$ cat src/rtl/seg_scan_driver.sv
// Multiplexed 4-digit common-anode 7-segment scanner.
// Per-frame atomic latch, per-digit blanking gap and blink gating.
module seg_scan_driver #(
    parameter int CLK_HZ       = 100000000,
    parameter int DIGIT_HZ     = 1000,
    parameter int BLANK_CYCLES = 1000
) (
    input  logic       Clk100M,
    input  logic       reset,
    input  logic [7:0] seg0,
    input  logic [7:0] seg1,
    input  logic [7:0] seg2,
    input  logic [7:0] seg3,
    input  logic [3:0] blinkMask,
    input  logic       Clk1Hz,
    output logic [3:0] an,
    output logic [7:0] cat,
    output logic       frameStart
);

    localparam int DIV = CLK_HZ / DIGIT_HZ;
    localparam int CW  = (DIV > 1) ? $clog2(DIV) : 1;
    localparam logic [CW-1:0] SLOT_LAST = CW'(DIV - 1);
    localparam logic [CW-1:0] BLANK_LIM = CW'(BLANK_CYCLES);

    logic [CW-1:0] r_slot;
    logic [1:0]    r_digit;
    logic [7:0]    r_shadow [4];
    logic          r_blinkPh;

    logic          w_slotLast;
    logic          w_boundary;
    logic          w_blank;
    logic          w_blinkOff;
    logic [7:0]    w_curSeg;

    assign w_slotLast = (r_slot == SLOT_LAST);
    assign w_boundary = (r_slot == '0) && (r_digit == 2'd0);
    assign w_blank    = (r_slot < BLANK_LIM);
    assign w_curSeg   = r_shadow[r_digit];
    // blinkMask is live; the phase is frozen for the whole frame
    assign w_blinkOff = blinkMask[r_digit] & ~r_blinkPh;

    always_ff @(posedge Clk100M) begin
        if (!reset) begin
            r_slot     <= '0;
            r_digit    <= 2'd0;
            r_shadow   <= '{default: 8'h00};
            r_blinkPh  <= 1'b0;
            an         <= 4'hF;
            cat        <= 8'hFF;
            frameStart <= 1'b0;
        end else begin
            r_slot <= w_slotLast ? '0 : r_slot + 1'b1;
            if (w_slotLast) begin
                r_digit <= r_digit + 2'd1;
            end
            // boundary is always inside BLANK, so shadow never changes mid-digit
            if (w_boundary) begin
                r_shadow[0] <= seg0;
                r_shadow[1] <= seg1;
                r_shadow[2] <= seg2;
                r_shadow[3] <= seg3;
                r_blinkPh   <= Clk1Hz;
            end
            frameStart <= w_boundary;
            if (w_blank) begin
                an  <= 4'hF;
                cat <= 8'hFF;
            end else begin
                an  <= ~(4'b0001 << r_digit);
                cat <= w_blinkOff ? 8'hFF : ~w_curSeg;
            end
        end
    end

endmodule

$ cat config.mk
export PLATFORM = sky130hd
export DESIGN_NAME = seg_scan_driver
export DESIGN_NICKNAME = d
export VERILOG_FILES = /design/src/rtl/seg_scan_driver.sv
export SDC_FILE = /design/constraint.sdc
export NUM_CORES = 1
export LEC_CHECK = 0
export CORE_ASPECT_RATIO = 0.7
export CORE_MARGIN = 2
export CORE_UTILIZATION = 55
export DETAILED_ROUTE_END_ITERATION = 12
export GPL_ROUTABILITY_DRIVEN = 0
export PLACE_DENSITY = 0.95
export SETUP_SLACK_MARGIN = 0.2
export SYNTH_ARGS = -nofsm -noshare
export SYNTH_HDL_FRONTEND = slang
export SYNTH_SLANG_ARGS = --single-unit
$ cat constraint.sdc
create_clock -name Clk100M -period 3.7 [get_ports Clk100M]
set_input_delay 0.925 -clock Clk100M [delete_from_list [all_inputs] [get_ports Clk100M]]
set_output_delay 0.925 -clock Clk100M [all_outputs]
set_load 0.05 [all_outputs]
# ---- Word level (Yosys, flattened, before mapping)
# Index checks and enable logic that the tools add are counted.
dict set report totals {
  out_inout_bits 13
  inputBits 39
  regBits 65
  word_cells 34
}
dict set report classes {
  shifts 1
  n_eq_ne 1
  n_lt_le_gt_ge 3
  addsub 2
  n_reduce_logical 6
  muxes 5
  bitwise 6
}
# cell n
set ops {}
lappend ops {{$add 17x1->17 const B} 1}
lappend ops {{$eq 17x17->1 const B} 1}
lappend ops {{$logic_not 17->1} 1}
lappend ops {{$lt 17x10->1 const B} 1}
lappend ops {{$bmux 8 s2} 1}
lappend ops {{$mux 8} 2}
lappend ops {{$not 8->8} 1}
lappend ops {{$not 4->4} 1}
lappend ops {{$reduce_or 2->1} 2}
lappend ops {{$shl 1x2->4 const A} 1}
lappend ops {{$ge 3x3->1 const B} 1}
lappend ops {{$lt 2x3->1 const B} 1}
lappend ops {{$not 2->3} 1}
lappend ops {{$reduce_or 3->1} 1}
lappend ops {{$add 2x1->2 const B} 1}
lappend ops {{$bmux 1 s2} 1}
lappend ops {{$logic_not 2->1} 1}
lappend ops {{$not 1->1} 2}
lappend ops {{$and 1x1->1} 1}
lappend ops {{$logic_and 1x1->1} 1}
lappend ops {{$mux 1} 1}

# ---- Depth between registers and ports, before layout
# Gate-level depths: netlist of run 1.
dict set report depth {
  depth_word 5
  ltp_mapped 8
  ltp_nobuf 6
}

# ---- Worst setup path after synthesis of run 1
# OpenSTA, ideal clock, no wires.
dict set report synth_path {
  path_type {flip-flop to flip-flop}
  from {reg r_digit[1]}
  to {reg r_shadow[11] in the netlist's numbering}
  t_arrival_ns 1.739
  setup_ns 0.132
  n_path_buf 3
  path_slack_ns 1.828
  period_less_slack_ns 1.872
  path_stages_with_launch 9
  t_required_ns 3.568
  path_cell_list {dfxtp_1 -> clkbuf_1 -> inv_1 -> ha_1 -> and4_1 -> clkbuf_1 -> buf_2 -> nand3_1 -> a21oi_1}
}
dict set report synth_between {
  elab_chain_cells 2
}
# item line_no
set synth_lines {}
lappend synth_lines {{start: declaration} 27} ;# logic [1:0] r_digit;
lappend synth_lines {{start signal: assignment} 56} ;# r_digit <= r_digit + 2'd1;
lappend synth_lines {{$logic_not 2->1} 38} ;# assign w_boundary = (r_slot == '0) && (r_digit == 2'd0);
lappend synth_lines {{$logic_and 1x1->1} 38}
lappend synth_lines {{end: declaration} 28} ;# logic [7:0] r_shadow [4];
# Every way passes these cells.
# A chain may end at the register's enable or synchronous reset.

# ---- Final worst setup path of run 1
dict set report layout_path {
  from {reg r_slot[0]}
  to {reg r_shadow[15] in the netlist's numbering}
}
dict set report layout_between {
  elab_chain_cells 2
}
# item line_no
set layout_lines {}
lappend layout_lines {{start: declaration} 26} ;# logic [CW-1:0] r_slot;
lappend layout_lines {{start signal: assignment} 54} ;# r_slot <= w_slotLast ? '0 : r_slot + 1'b1;
lappend layout_lines {{$logic_not 17->1} 38}
lappend layout_lines {{$logic_and 1x1->1} 38}
# Every way passes these cells.

==> out/metrics.yaml, run 1 <==
hpwl_mm: 4.66
period_share_pct: 69.7
final_area_um2: 3550
rows: 21
synth_most_common_cell: "dfxtp_1"
drc: 0
viasPerCell: 5.87
synth_fp_nets: 347
path_max_fanout: 33
hp-class: "reg2reg"
die-area_um2: 5660
synthTopCellsByArea: "dfxtp_1 47%, mux4_2 7.3%, nand3_1 7.2%"
synth-seq-cells: 65
min-delay-start: "r_shadow[21]"
period_needed_ns: 2.58
synth-edff-count: 0
synthArstFlopShare_pct: 0
track_usage_pct: 26.3
pwr_density_cell_nw_per_um2: 454
ys_types: 33
post_cts_buffers: 0
cp_data_arrival_time_ns: 2.86
avgSynthCellArea_um2: 9.23
antenna_left: 0
seq_area_frac_synth_pct: 46.7
fp.coreArea_um2: 4830
syn_to_final_growth_pct: 27.6
setup_viol: 0
r2r_cells: 6
fp.dieH_um: 63.6
cp.required_ns: 3.98
vias: 2460
r2r-end: "r_shadow[15]"
status: "finished, final reports clean"
reg2reg_from: "r_slot[0]"
yosys_warnings: 0
holdPathEnd: "r_shadow[21]"
cp-start-kind: "flip-flop"
fin_util_pct: 73.5
crit_type: "reg2reg"
hold_violations: 0
fin_skew_ns: 0.0122
clock_path_buffers: 2
tns_ns: 0
grt_pass1_wl_mm: 11.1
start_util_pct: 57.6
holdPathStages: 2
port_buffers: 51
rsz0062_at_grt: "false"
setup.worst_path.end_class: "flip-flop"
wl_mm: 6.88
cts_tree: "built"
cts_resized: 0
path_clk_slew_ns: 0.08
post_drt_wl_per_cell_um: 16.4
peakVddDrop_mv: 0.280
firstDrtPassIters: 5
grt_max_degree: 37
placed_area_um2: 3330
slew_viol_final: 0
grt_pass1_vias: 2343
tightest_slew_ns: 1.21
clk_latency_ns: 0.36
synth_common_cells: "65 x dfxtp_1, 40 x nand3_1, 35 x a21oi_1"
diodes: 0
maxCapViolations: 0
synth_area_um2: 2790
relSlewSlack_pct: 18.9
r2r_setup_slack_ns: 1.12
htree_num_levels: 3
drive_above_1_share_pct: 10.3
grt_overflow: 0
die-width_um: 89.1
ys.flop_type: "dfxtp_1"
synth_top_cell_area_share_pct: 46.7
clock_sinks: 65
synth_top_area_cell: "dfxtp_1"
leakage_nw: 1.26
cts_made_buffers: 9
ctsHoldBuffers: 0
final_nets: 390
fmax_mhz: 388
antenna_found_initial: 0
pin_count: 52
drt_iter0_markers: 205
netlist_instances: 302
cts-root-buf: "clkbuf_8"
[registers in the layout, summed over array words and instances (netlist names)]
name,count
r_shadow,32
r_slot,17
cat,8
an,4
r_digit,2
frameStart,1
r_blinkPh,1
[area by class of cell]
cell class | instances | area (um^2)
Fill cell | 351 | 1280
Multi-Input combinational cell | 206 | 1370
Sequential cell | 65 | 1300
Clock inverter | 6 | 90.1
Inverter | 7 | 26.3
Timing Repair Buffer | 56 | 548
Tap cell | 69 | 86.3
Clock buffer | 10 | 138
[logic make-up (layout without fill, tap and decap cells)]
logic type               count (synthesis)  in the layout  synth area share [%]
AND/OR/NAND/NOR                        104            104                  20.2
AO/OA/AOI/OAI                           72             72                  13.8
flip-flops                              65             65                  46.7
buffers and inverters                   31             79                  4.62
XOR/XNOR                                14             14                  4.40
multiplexers                            10             10                  7.63
adder cells (fa/ha/maj)                  6              6                  2.69
[cells in the final DEF, fill, tap and decap left out, types with 2 or more instances in the layout]
cell             netlist  routed
nand2_1               16      16
clkdlybuf4s50_1        0      51
xor2_1                 6       6
a21oi_1               35      35
nor2_1                19      19
ha_1                   6       6
buf_4                  0       5
nor4_4                 1       2
xnor2_1                8       8
or3_1                  2       2
dfxtp_1               65      65
nor4b_1                3       3
mux4_2                 9       9
nor4_1                 3       3
o21ai_0               34      34
or4_1                  2       2
nand4_1                6       6
bufinv_16              0       2
nor3_1                 2       2
inv_1                  7       7
nand3_1               40      40
and4_1                 4       4
clkbuf_8               0      10
[critical path: stages, from the launching register on]
cell,delay [ns]
dfxtp_1,0.34
inv_1,0.06
ha_1,0.14
nor4b_1,0.43
and4_1,1.06
nand3_1,0.23
a21oi_1,0.22
[worst max-delay path by stage]
stage,to,from,slack [ns]
2_1_floorplan,r_shadow[11],r_digit[1],1.83
3_3_place_gp,r_shadow[2],reset,1.25
3_5_place_dp,r_shadow[0],reset,1.22
4_1_cts,r_shadow[27],r_slot[0],1.19
5_1_grt,r_shadow[27],r_digit[1],0.95
6_report,r_shadow[15],r_slot[0],1.12
[where the power goes]
| part | internal, mW | total (mW) | leakage (nW) | switching, mW |
|---|---|---|---|---|
| clock network | 0.399 | 0.678 | 0.113 | 0.279 |
| registers | 0.738 | 0.761 | 0.531 | 0.0225 |
| logic | 0.0869 | 0.177 | 0.611 | 0.0898 |
| total | 1.22 | 1.62 | 1.26 | 0.391 |
[metal layers]
| layer | vias to the layer above | GRT usage (%) | part of all wire (%) |
|---|---|---|---|
| li1 | 1169 | - | - |
| met1 | 1150 | 34.1 | 43 |
| met2 | 124 | 39.6 | 46 |
| met3 | 17 | 9.04 | 8.9 |
| met4 | 0 | 11.8 | 2.2 |
| met5 | - | 0 | 0 |
[metrics by stage]
stage | hold WS [ns] | setup slack, ns | cells | total power, mW
after floorplan | 0.441 | 1.83 | 302 | 0.875
after global placement | 0.454 | 1.25 | 403 | 0.938
after detailed placement | 0.467 | 1.22 | 403 | 0.947
after CTS | 0.478 | 1.19 | 419 | 1.62
after global routing | 0.498 | 0.954 | 419 | 1.68
final | 0.479 | 1.12 | 419 | 1.62
Power figures use the tool's default switching activity.
==> run 2, diff against run 1 <==
--- a/config.mk
+++ b/config.mk
@@ -7,10 +7,10 @@
 export LEC_CHECK = 0
 export CORE_ASPECT_RATIO = 0.7
 export CORE_MARGIN = 2
-export CORE_UTILIZATION = 55
+export CORE_UTILIZATION = 52
 export DETAILED_ROUTE_END_ITERATION = 12
 export GPL_ROUTABILITY_DRIVEN = 0
-export PLACE_DENSITY = 0.95
+export PLACE_DENSITY = 0.91
 export SETUP_SLACK_MARGIN = 0.2
 export SYNTH_ARGS = -nofsm -noshare
 export SYNTH_HDL_FRONTEND = slang
==> constraint.sdc (replaced) <==
create_clock -name Clk100M -period 2.6 [get_ports Clk100M]
set_input_delay 0.65 -clock Clk100M [delete_from_list [all_inputs] [get_ports Clk100M]]
set_output_delay 0.65 -clock Clk100M [all_outputs]
set_load 0.05 [all_outputs]
==> out/metrics.yaml, run 2 (same netlist as run 1, synthesis figures left out) <==
status: "finished, final reports clean"
path_clk_slew_ns: 0.07
cts_made_buffers: 9
viasPerCell: 6.09
tns_ns: 0
relSlewSlack_pct: 45.9
tightest_slew_ns: 0.801
start_util_pct: 53.6
path_max_fanout: 33
rsz0062_at_grt: "false"
fp.coreArea_um2: 5200
die-area_um2: 5970
clk_latency_ns: 0.35
antenna_left: 0
setup_slack_ns: 0.353
final_nets: 392
grt_pass1_vias: 2482
wl_mm: 7.54
firstDrtPassIters: 5
cp_data_arrival_time_ns: 2.51
cts_resized: 0
crit_type: "reg2reg"
diodes: 0
post_drt_wl_per_cell_um: 17.8
layout_commonest_cell: "dfxtp_1"
cts_tree: "built"
cts-root-buf: "clkbuf_8"
period_share_pct: 86.4
leakage_nw: 1.27
peakVddDrop_mv: 0.317
rows: 22
port_buffers: 51
ctsHoldBuffers: 0
wl_met1_mm: 3.20
top_register: "r_shadow"
pin_count: 52
grt_pass1_wl_mm: 12.3
holdWs_ns: 0.487
largest_reg_flops: 32
clock_sinks: 65
setup_viol: 0
fp.dieH_um: 65.2
period_needed_ns: 2.25
top_layer: "met4"
die-width_um: 91.5
cp.required_ns: 2.87
track_usage_pct: 26.7
mostFrequentLayoutCells: "65 x dfxtp_1, 51 x clkdlybuf4s50_1, 40 x nand3_1, 35 x a21oi_1, 34 x o21ai_0"
pwr_density_cell_nw_per_um2: 641
htree_num_levels: 3
wl_met3_um: 757
reg_top3: "r_shadow: 32 flops, r_slot: 17 flops, cat: 8 flops"
grt_max_degree: 34
vias: 2581
maxCapViolations: 0
clock_path_buffers: 2
post_cts_buffers: 0
fin_skew_ns: 0.0119
grt_overflow: 0
slew_viol_final: 0
hold_violations: 0
fmax_mhz: 445
drt_iter0_markers: 300
syn_to_final_growth_pct: 28.4
wl_met2_mm: 3.45
setup.worst_path.end_class: "flip-flop"
antenna_found_initial: 0
hpwl_mm: 4.81
drive_above_1_share_pct: 10.8
hp-class: "reg2reg"
cp-start-kind: "flip-flop"
drc: 0
post-place-ws_ns: 0.489
-- run 2: cell types whose count changed in the layout (fill, tap and decap cells not counted), sizes merged --
cell,previous run,this run
clkinv,2,4
clkbuf,10,9
buf,5,7
inv,8,7
-- run 2: cell type report --
cell class | instances | area [um^2]
flip-flops and latches | 65 | 1300
repair buffers | 58 | 576
clock buffers | 9 | 124
multi-input cells | 206 | 1370
well taps | 72 | 90.1
fillers | 358 | 1630
inverters | 7 | 26.3
clock inverters | 7 | 95.1
-- run 2: worst paths after layout --
| kind | slack (ns) | end | from | cells past startpoint |
|---|---|---|---|---|
| worst max-delay path | 0.35 | r_shadow[26] | r_slot[0] | 7 |
| worst min-delay path | 0.49 | r_shadow[11] | r_shadow[11] | 2 |
| worst max register to register | 0.35 | r_shadow[26] | r_slot[0] | 7 |
| worst min register to register | 0.49 | r_shadow[11] | r_shadow[11] | 2 |
-- run 2: critical path, cell delays in order (launching register included) --
cell,delay (ns)
dfxtp_1,0.34
inv_1,0.07
ha_1,0.13
nor4b_1,0.65
and4_1,0.29
buf_4,0.33
nand3_1,0.16
a21oi_1,0.20
-- run 2: power by group --
part           switching, mW  leakage, nW  total, mW  internal (mW)
logic                  0.137        0.628      0.264          0.128
clock network          0.403        0.109      0.942          0.539
registers             0.0346        0.531       1.08           1.05
-- run 2: per-stage QoR --
| step | std cells | area [um^2] | total power [mW] | utilization (%) |
|---|---|---|---|---|
| floorplan | 302 | 2790 | 1.25 | - |
| global placement | 408 | 3360 | 1.34 | 64.6 |
| detailed placement | 408 | 3360 | 1.36 | 64.6 |
| CTS | 424 | 3580 | 2.29 | 68.8 |
| global route | 424 | 3580 | 2.36 | 68.8 |
| finish | 424 | 3580 | 2.29 | 68.8 |
-- run 2: metal layers --
metal | GRT usage, % | vias up
li1 | - | 1168
met1 | 34.5 | 1230
met2 | 41.5 | 161
met3 | 8.94 | 22
met4 | 11.4 | 0
met5 | 0 | -
==> run 3, diff against run 2 <==
--- a/config.mk
+++ b/config.mk
@@ -5,7 +5,6 @@
 export SDC_FILE = /design/constraint.sdc
 export NUM_CORES = 1
 export LEC_CHECK = 0
-export CORE_ASPECT_RATIO = 0.7
 export CORE_MARGIN = 2
 export CORE_UTILIZATION = 52
 export DETAILED_ROUTE_END_ITERATION = 12
==> out/metrics.yaml, run 3 (same netlist as run 1, synthesis figures left out) <==
ctsHoldBuffers: 0
cp_data_arrival_time_ns: 2.49
port_buffers: 51
path_max_fanout: 19
peakVddDrop_mv: 0.397
tns_ns: 0
post-place-ws_ns: 0.436
cp-start-kind: "flip-flop"
hpwl_mm: 4.61
pin_count: 52
relSlewSlack_pct: 63.4
maxCapViolations: 0
antenna_found_initial: 0
post_cts_buffers: 0
fp.dieH_um: 77.2
grt_overflow: 0
reg_top3: "r_shadow: 32 flops, r_slot: 17 flops, cat: 8 flops"
r2r-end: "r_shadow[4]"
cts_resized: 0
drt_iter0_markers: 254
hold_violations: 0
fin_skew_ns: 0.00689
period_share_pct: 87.3
min-delay-start: "r_shadow[31]"
htree_num_levels: 3
drive_above_1_share_pct: 9.97
holdPathEnd: "r_shadow[31]"
register_area_um2: 1300
die-width_um: 77.2
firstDrtPassIters: 5
cts_tree: "built"
dp.cells: 406
fp.coreArea_um2: 5140
hp-class: "reg2reg"
clock_sinks: 65
final_nets: 392
syn_to_final_growth_pct: 28.0
clock_path_buffers: 2
holdPathStages: 2
setup_slack_ns: 0.331
reg2reg_from: "r_slot[14]"
top_register: "r_shadow"
power_mw: 2.27
cts_made_buffers: 9
setup_viol: 0
clk_latency_ns: 0.34
largest_reg_flops: 32
grt_pass1_vias: 2383
diodes: 0
crit_slowest_cell: "or4_1"
die-area_um2: 5960
post_drt_wl_per_cell_um: 16.8
cp_cell_sequence: "or3_1, or4_1, buf_4, o21ai_0, a21oi_1"
cp.required_ns: 2.82
cts-root-buf: "clkbuf_8"
antenna_left: 0
slew_viol_final: 0
grt_pass1_wl_mm: 11.7
cp_slowest_stage_delay_ns: 0.71
drc: 0
vias: 2509
layout.cells.non_filler: 421
wl_mm: 7.05
period_needed_ns: 2.27
path_clk_slew_ns: 0.06
r2r_setup_slack_ns: 0.33
r2r_cells: 5
status: "finished, final reports clean"
layout_commonest_cell: "dfxtp_1"
nFillCells: 368
rows: 26
start_util_pct: 54.2
viasPerCell: 5.96
pwr_density_cell_nw_per_um2: 636
leakage_nw: 1.27
grt_max_degree: 34
tightest_slew_ns: 0.547
mostFrequentLayoutCells: "65 x dfxtp_1, 51 x clkdlybuf4s50_1, 40 x nand3_1, 35 x a21oi_1, 34 x o21ai_0"
fin_util_pct: 69.4
setup.worst_path.end_class: "flip-flop"
crit_type: "reg2reg"
track_usage_pct: 25.3
multi_input_area_um2: 1370
rsz0062_at_grt: "false"
fmax_mhz: 441
## run 3: metal layers
layer / part of all wire [%] / GRT usage [%]
met1: 41 / 31.0
met2: 49 / 40.1
met3: 7.9 / 7.06
met4: 2.4 / 14.3
met5: 0 / 0
## run 3: where the power goes
group          internal, mW  switching (mW)
Combinational         0.128           0.131
Sequential             1.05          0.0325
Clock                 0.560           0.367
Total                  1.74           0.530
## run 3: worst max path at each step
stage / from / end / slack (ns) / cells after the start
finish: r_slot[14] / r_shadow[4] / 0.33 / 5
global route: r_slot[14] / r_shadow[20] / 0.21 / 5
CTS: r_slot[14] / frameStart / 0.37 / 4
detailed placement: r_slot[14] / r_shadow[12] / 0.44 / 5
global placement: r_slot[14] / frameStart / 0.45 / 4
floorplan: r_digit[1] / r_shadow[11] / 0.73 / 8
## run 3: through the flow
stage               hold WS [ns]  area, um^2
floorplan                  0.441        2790
global placement           0.454        3360
detailed placement         0.467        3360
CTS                        0.476        3570
global route               0.491        3570
finish                     0.482        3570
## run 3: critical path, delay by kind of cell, from the launching register on
family / cells / cell delay (ns)
buffers and inverters: 1 / 0.31
AO/OA/AOI/OAI: 2 / 0.32
flip-flops: 1 / 0.35
AND/OR/NAND/NOR: 2 / 1.15
## run 3: area by class of cell
type / count / area share (%)
flip-flops and latches: 65 / 36.5
clock inverters: 3 / 1.82
multi-input cells: 206 / 38.3
well taps: 70 / 2.46
inverters: 7 / 0.737
clock buffers: 12 / 4.07
repair buffers: 58 / 16.1
